## config.mk

```make
export PLATFORM = sky130hd
export DESIGN_NAME = uart_word_tx_flat
export DESIGN_NICKNAME = d
export VERILOG_FILES = /design/src/rtl/uart_word_tx_pkg.sv /design/src/rtl/uart_word_tx_if.sv /design/src/rtl/uart_word_tx_baud_tick.sv /design/src/rtl/uart_word_tx.sv /design/src/flat_wrapper.sv
export SDC_FILE = /design/constraint.sdc
export NUM_CORES = 1
export LEC_CHECK = 0
export ABC_AREA = 1
export BUFFER_PORTS_ARGS = -buffer_cell sky130_fd_sc_hd__buf_2
export CAP_MARGIN = 25
export CELL_PAD_IN_SITES_DETAIL_PLACEMENT = 0
export CELL_PAD_IN_SITES_GLOBAL_PLACEMENT = 2
export CORE_MARGIN = 2
export CORE_UTILIZATION = 33
export CTS_CLUSTER_DIAMETER = 100
export DETAILED_ROUTE_END_ITERATION = 16
export GPL_ROUTABILITY_DRIVEN = 0
export PLACE_DENSITY = 0.83
export SYNTH_ARGS = -nofsm -noshare
export SYNTH_HDL_FRONTEND = slang
export SYNTH_SLANG_ARGS = --single-unit
```

## constraint.sdc

```tcl
create_clock -name Clock -period 2.67 [get_ports Clock]
set_clock_uncertainty 0.15 [all_clocks]
set_input_delay 0.1335 -clock Clock [delete_from_list [all_inputs] [get_ports Clock]]
set_output_delay 0.1335 -clock Clock [all_outputs]
set_load 0.01 [all_outputs]
```

## src/rtl/uart_word_tx_pkg.sv

```systemverilog
// Shared definitions for the word-serializing UART transmitter: state codes,
// divisor/width helpers and the frame-length helper. UART_TX_PARITY_EN adds a parity bit.
package uart_word_tx_pkg;

    localparam logic [2:0] ST_IDLE   = 3'd0;
    localparam logic [2:0] ST_START  = 3'd1;
    localparam logic [2:0] ST_DATA   = 3'd2;
    localparam logic [2:0] ST_PARITY = 3'd3;
    localparam logic [2:0] ST_STOP   = 3'd4;

    function automatic int calc_divisor(input int clock_freq, input int baud_rate);
        return clock_freq / baud_rate;
    endfunction

    // Bits needed to hold 0..n-1, never less than one.
    function automatic int log2w(input int n);
        return (n <= 2) ? 1 : $clog2(n);
    endfunction

    function automatic int frame_bits();
`ifdef UART_TX_PARITY_EN
        return 11;
`else
        return 10;
`endif
    endfunction

    function automatic int frame_cycles(input int divisor);
        return frame_bits() * divisor;
    endfunction

endpackage

```

## src/rtl/uart_word_tx_if.sv

```systemverilog
// Valid/ready word handshake into the UART transmitter.
interface uart_word_tx_if #(
    parameter int DataWidth = 32
);
    logic [DataWidth-1:0] DataIn;
    logic                 DataInValid;
    logic                 DataInReady;

    modport master (output DataIn, output DataInValid, input DataInReady);
    modport slave  (input DataIn, input DataInValid, output DataInReady);
endinterface

```

## src/rtl/uart_word_tx_baud_tick.sv

```systemverilog
// Free-running bit-time counter: tick on the last cycle of each Divisor-cycle
// bit time; restart zeroes the count so a new bit time begins next cycle.
module uart_baud_tick
    import uart_word_tx_pkg::*;
#(
    parameter int Divisor = 868
) (
    input  logic Clock,
    input  logic Reset,
    input  logic restart,
    output logic tick
);
    localparam int CntW = log2w(Divisor);

    logic [CntW-1:0] cnt;

    assign tick = (cnt == CntW'(Divisor - 1));

    always_ff @(posedge Clock) begin
        if (!Reset || restart || tick) begin
            cnt <= '0;
        end else begin
            cnt <= cnt + CntW'(1);
        end
    end
endmodule

```

## src/rtl/uart_word_tx.sv

```systemverilog
// Sends a DataWidth-bit word as back-to-back 8N1 frames, LSB byte first.
// Defining UART_TX_PARITY_EN inserts an even-parity bit before each stop bit.
module uart_word_tx
    import uart_word_tx_pkg::*;
#(
    parameter int ClockFreq = 100_000_000,
    parameter int BaudRate  = 115200,
    parameter int DataWidth = 32
) (
    input  logic          Clock,
    input  logic          Reset,
    uart_word_tx_if.slave word,
    output logic          UARTTX,
    output logic          Busy
);
    localparam int Divisor  = calc_divisor(ClockFreq, BaudRate);
    localparam int NumBytes = DataWidth / 8;
    localparam int ByteW    = log2w(NumBytes);

    generate
        if (Divisor < 2) begin : g_bad_divisor
            $error("uart_word_tx: ClockFreq/BaudRate must be at least 2");
        end
        if ((DataWidth < 8) || ((DataWidth % 8) != 0)) begin : g_bad_width
            $error("uart_word_tx: DataWidth must be a nonzero multiple of 8");
        end
    endgenerate

    logic [2:0]           state, state_n;
    logic [2:0]           bit_idx, bit_n;
    logic [ByteW-1:0]     byte_idx, byte_n;
    logic [DataWidth-1:0] shreg, sh_n;
    logic [7:0]           cur_byte;
    logic                 tx_n;
    logic                 ready;
    logic                 tick;
    logic                 restart;

    assign word.DataInReady = ready;
    // Every state change begins a fresh bit time.
    assign restart = (state_n != state);

    uart_baud_tick #(
        .Divisor(Divisor)
    ) u_baud (
        .Clock  (Clock),
        .Reset  (Reset),
        .restart(restart),
        .tick   (tick)
    );

    always_comb begin
        state_n = state;
        bit_n   = bit_idx;
        byte_n  = byte_idx;
        sh_n    = shreg;
        case (state)
            ST_IDLE: begin
                if (word.DataInValid && ready) begin
                    state_n = ST_START;
                    sh_n    = word.DataIn;
                    byte_n  = '0;
                    bit_n   = '0;
                end
            end
            ST_START: begin
                if (tick) begin
                    state_n = ST_DATA;
                    bit_n   = '0;
                end
            end
            ST_DATA: begin
                if (tick) begin
                    if (bit_idx == 3'd7) begin
`ifdef UART_TX_PARITY_EN
                        state_n = ST_PARITY;
`else
                        state_n = ST_STOP;
`endif
                    end else begin
                        bit_n = bit_idx + 3'd1;
                    end
                end
            end
`ifdef UART_TX_PARITY_EN
            ST_PARITY: begin
                if (tick) begin
                    state_n = ST_STOP;
                end
            end
`endif
            ST_STOP: begin
                if (tick) begin
                    if (byte_idx == ByteW'(NumBytes - 1)) begin
                        state_n = ST_IDLE;
                    end else begin
                        state_n = ST_START;
                        sh_n    = shreg >> 8;
                        byte_n  = byte_idx + ByteW'(1);
                    end
                end
            end
            default: state_n = ST_IDLE;
        endcase
    end

    // Output bit is decided from the next state so UARTTX stays registered.
    always_comb begin
        cur_byte = sh_n[7:0];
        tx_n     = 1'b1;
        case (state_n)
            ST_START: tx_n = 1'b0;
            ST_DATA:  tx_n = cur_byte[bit_n];
`ifdef UART_TX_PARITY_EN
            ST_PARITY: tx_n = ^cur_byte;
`endif
            default:  tx_n = 1'b1;
        endcase
    end

    always_ff @(posedge Clock) begin
        if (!Reset) begin
            state    <= ST_IDLE;
            bit_idx  <= '0;
            byte_idx <= '0;
            UARTTX   <= 1'b1;
            ready    <= 1'b0;
            Busy     <= 1'b0;
        end else begin
            state    <= state_n;
            bit_idx  <= bit_n;
            byte_idx <= byte_n;
            UARTTX   <= tx_n;
            ready    <= (state_n == ST_IDLE);
            Busy     <= (state_n != ST_IDLE);
        end
    end

    always_ff @(posedge Clock) begin
        shreg <= sh_n;
    end
endmodule

```

## src/flat_wrapper.sv

```systemverilog
// flat-port wrapper written by rule: the top's interface ports become plain ports
module uart_word_tx_flat import uart_word_tx_pkg::*;
#(
    parameter int ClockFreq = 100_000_000,
    parameter int BaudRate  = 115200,
    parameter int DataWidth = 32
)
  (Clock, Reset, UARTTX, Busy, word_DataIn, word_DataInValid, word_DataInReady);
  uart_word_tx_if #(.DataWidth(DataWidth)) word_i ();
  input  logic Clock;
  input  logic Reset;
  output logic UARTTX;
  output logic Busy;
  input wire logic [$bits(word_i.DataIn)-1:0] word_DataIn;
  input wire logic [$bits(word_i.DataInValid)-1:0] word_DataInValid;
  output wire logic [$bits(word_i.DataInReady)-1:0] word_DataInReady;
  assign word_i.DataIn = word_DataIn;
  assign word_i.DataInValid = word_DataInValid;
  assign word_DataInReady = word_i.DataInReady;
  uart_word_tx #(.ClockFreq(ClockFreq), .BaudRate(BaudRate), .DataWidth(DataWidth)) u_core (.Clock(Clock), .Reset(Reset), .word(word_i), .UARTTX(UARTTX), .Busy(Busy));
endmodule
```

==> summary.txt <==
CTS tree - done
Required @ worst endpoint - 2.73 ns
Area occupied by registers - 1300 um2
CP max FO - 27
Cts bufs inserted - 5
Hold_buf cts - 27
Final worst path period share - 81.7%
Worst r2r path cells - 10
Synth area leader - edfxtp_1
Setup bufs post-CTS - 0
Hold Startpoint - word_DataIn[2]
DIE AREA - 8520 um2
Max-cap violations - 0
Hold Path Class - in -> reg
CP startpoint kind - register
Multi-input logic area - 1080 um2
Hold depth - 4
Area share of the largest cell type after synthesis - 28.0%
Final setup vio count - 0
Antenna Nets Post-Route - 0
TritonRoute pass-1 iters - 4
Most frequent cell on the critical path - nand2_1
I/O pins - 38
Effective utilization at floorplan - 33.7%
FILL cells - 777
Global-route wire length before repair - 9640 um
Unrepaired setup endpoints after global routing - no
Slew @ Worst Pin - 0.524 ns
Critical Path Max Stage Delay - 0.36 ns
H-tree levels - 2
Area grow syn2layout - 26.8%
F_max - 458 MHz
Yosys warns - 0
Worst-path clk slew - 0.11 ns
Met1 Track Usage GR - 18.9%
Synth unique cells - 33
Reg-to-reg setup timing slack - 0.49 ns
Setup TNS - 0 ns
Post-synthesis sequential area ratio - 50.6%
Grt ovf - 0
Number of global-route vias before repair - 2107
Port bufs - 37
Hold Path Sink - u_core.shreg[2]
Remaining DRCs - 0
Core area - 7650 um2
Setup CP Type - reg -> reg
Synth Register Bits - 53
Row count - 32
Largest net degree at the start of global routing - 28
DR vias - 2146
DR WL/cell - 11.1 um
Post_cts resized - 0
Post-route minimum period - 2.18 ns
Syn nets - 357
Die width - 92.3 um
Arrival time worst endpoint - 2.24 ns
Hpwl dp - 3860 um
Via-per-instance ratio - 4.37
Layout cell share with drive strength beyond 1 - 19.0%
Slew Limit Headroom - 65.0%
Met3 GRT Util - 2.28%
Nets - 426
Mapped Area - 2570 um2
Status - finished clean
Synth area leaders - edfxtp_1 (28%), dfxtp_1 (23%), nand2_1 (15%), nor2_1 (5.0%), inv_1 (4.7%)
Crit end category - register
Slew Viols, Final - 0
Met2 Resource Use GR - 23.1%
Syn_area_per_cell - 8.07 um2
Routed WL - 5460 um
Power Density - 537 nW/um2
Final Core Density - 42.7%
CTS Sinks - 53
Critical-path cell list - ha_1, nand2_1, nor2_2, nand3_4, nand2_1, nand2_2, inv_1, buf_4, o21ai_0, o211a_1
Top Usage Layer GRT - met2
Worst-Skew Late Latency - 0.31 ns
Initial antenna violation count - 0
Diode count - 0
Gate Count Post-Synth - 319
Clock buffer depth - 2
R2r startpoint - u_core.u_baud.cnt[0]
Static Leakage - 0.00132 uW
Initial drt markers - 93
VDD IR max - 0.200 mV
Chip height - 92.3 um
Reg-to-Reg End - u_core.byte_idx[0]
CTS root buffer - clkbuf_8
Hold Vio Cnt, Final - 0
Overall Global Routing Usage - 14.2%
Slowest-stage cell, CP - dfxtp_1
[area by class of cell]
class / count / area share (%)
Sequential cell: 53 / 39.9
Multi-Input combinational cell: 220 / 33.1
Timing Repair Buffer: 69 / 15.1
Inverter: 39 / 4.48
Tap cell: 102 / 3.91
Clock buffer: 5 / 2.11
Clock inverter: 3 / 1.46
[how the worst max path moves through the flow]
stage / start / end / cells past startpoint
floorplan: u_core.u_baud.cnt[0] / u_core.u_baud.cnt[0] / 10
global placement: u_core.u_baud.cnt[0] / u_core.byte_idx[0] / 10
detailed placement: u_core.u_baud.cnt[0] / u_core.byte_idx[0] / 10
CTS: u_core.u_baud.cnt[0] / u_core.byte_idx[0] / 10
global route: u_core.u_baud.cnt[0] / u_core.byte_idx[0] / 10
finish: u_core.u_baud.cnt[0] / u_core.byte_idx[0] / 10
[cell usage in the layout (no fill, tap or decap), types with 9 or more instances in the layout]
cell	n
a21oi_1	9
buf_2	37
dfxtp_1	29
dlygate4sd3_1	27
edfxtp_1	24
inv_1	32
nand2_1	102
nand3_1	16
nor2_1	34
o21ai_0	21
[synthesized netlist by cell type]
cell       instances
o211a_1            1
ha_1               3
o21a_1             5
clkinv_1           1
o21ai_2            1
nor3_4             1
xnor2_1            1
inv_1             32
buf_2              1
nor2_2             3
nand2_2            5
nand2_1          102
o21bai_1           2
o2111ai_4          1
nor2_4             1
nor2_1            34
dfxtp_1           29
xor2_1             4
o22ai_2            1
nand4_1            1
buf_4              1
o21ai_0           21
a21oi_1            9
inv_2              6
nor4_1             1
nand3_4            1
nor3_1             2
or2_2              2
clkbuf_1           3
a21oi_2            2
edfxtp_1          24
nand3_1           16
buf_6              2
[kinds of logic after synthesis]
group | count (synthesis) | share of synthesized area [%]
adders and majority gates | 3 | 1.46
AOI/OAI and AO/OA | 43 | 10.8
and+or+nand+nor | 169 | 28.0
DFF | 53 | 50.6
xor gates and xnor gates | 5 | 1.70
buffers and inverters | 46 | 7.49
[metal layers]
| metal | vias up | part of all wire (%) |
|---|---|---|
| li1 | 1160 | - |
| met1 | 944 | 49 |
| met2 | 34 | 46 |
| met3 | 8 | 3.1 |
| met4 | 0 | 2.0 |
| met5 | - | 0 |
[flip-flops by register name, summed over array words and instances, names as in the netlist]
register / cells
u_core.UARTTX: 1
u_core.Busy: 1
u_core.shreg: 32
u_core.byte_idx: 2
u_core.bit_idx: 3
u_core.state: 3
u_core.u_baud.cnt: 10
u_core.word.DataInReady: 1
[worst max-delay path, delay by kind of cell (launching register included)]
family,cells,cell delay (ns)
AND/OR/NAND/NOR,5,0.68
AO/OA/AOI/OAI,2,0.26
buffers and inverters,2,0.43
flip-flops,1,0.36
adder cells (fa/ha/maj),1,0.19
[metrics by stage]
| stage | cells | power [uW] | instance area, um2 | hold WS, ns | worst slack [ns] |
|---|---|---|---|---|---|
| 6_report | 491 | 1750 | 3260 | 0.00438 | 0.488 |
| 5_1_grt | 491 | 1840 | 3260 | 0.0307 | 0.280 |
| 4_1_cts | 491 | 1760 | 3260 | 0.0136 | 0.455 |
| 3_5_place_dp | 456 | 1160 | 2880 | 0.235 | 0.477 |
| 3_3_place_gp | 456 | 1160 | 2880 | 0.235 | 0.543 |
| 2_1_floorplan | 319 | 1090 | 2570 | 0.0811 | 0.352 |
[where the power goes]
| group | total, uW | internal (uW) | switching (uW) |
|---|---|---|---|
| clock network | 584 | 287 | 298 |
| logic | 229 | 99.4 | 130 |
| registers | 938 | 918 | 19.6 |
Power figures use the tool's default switching activity.
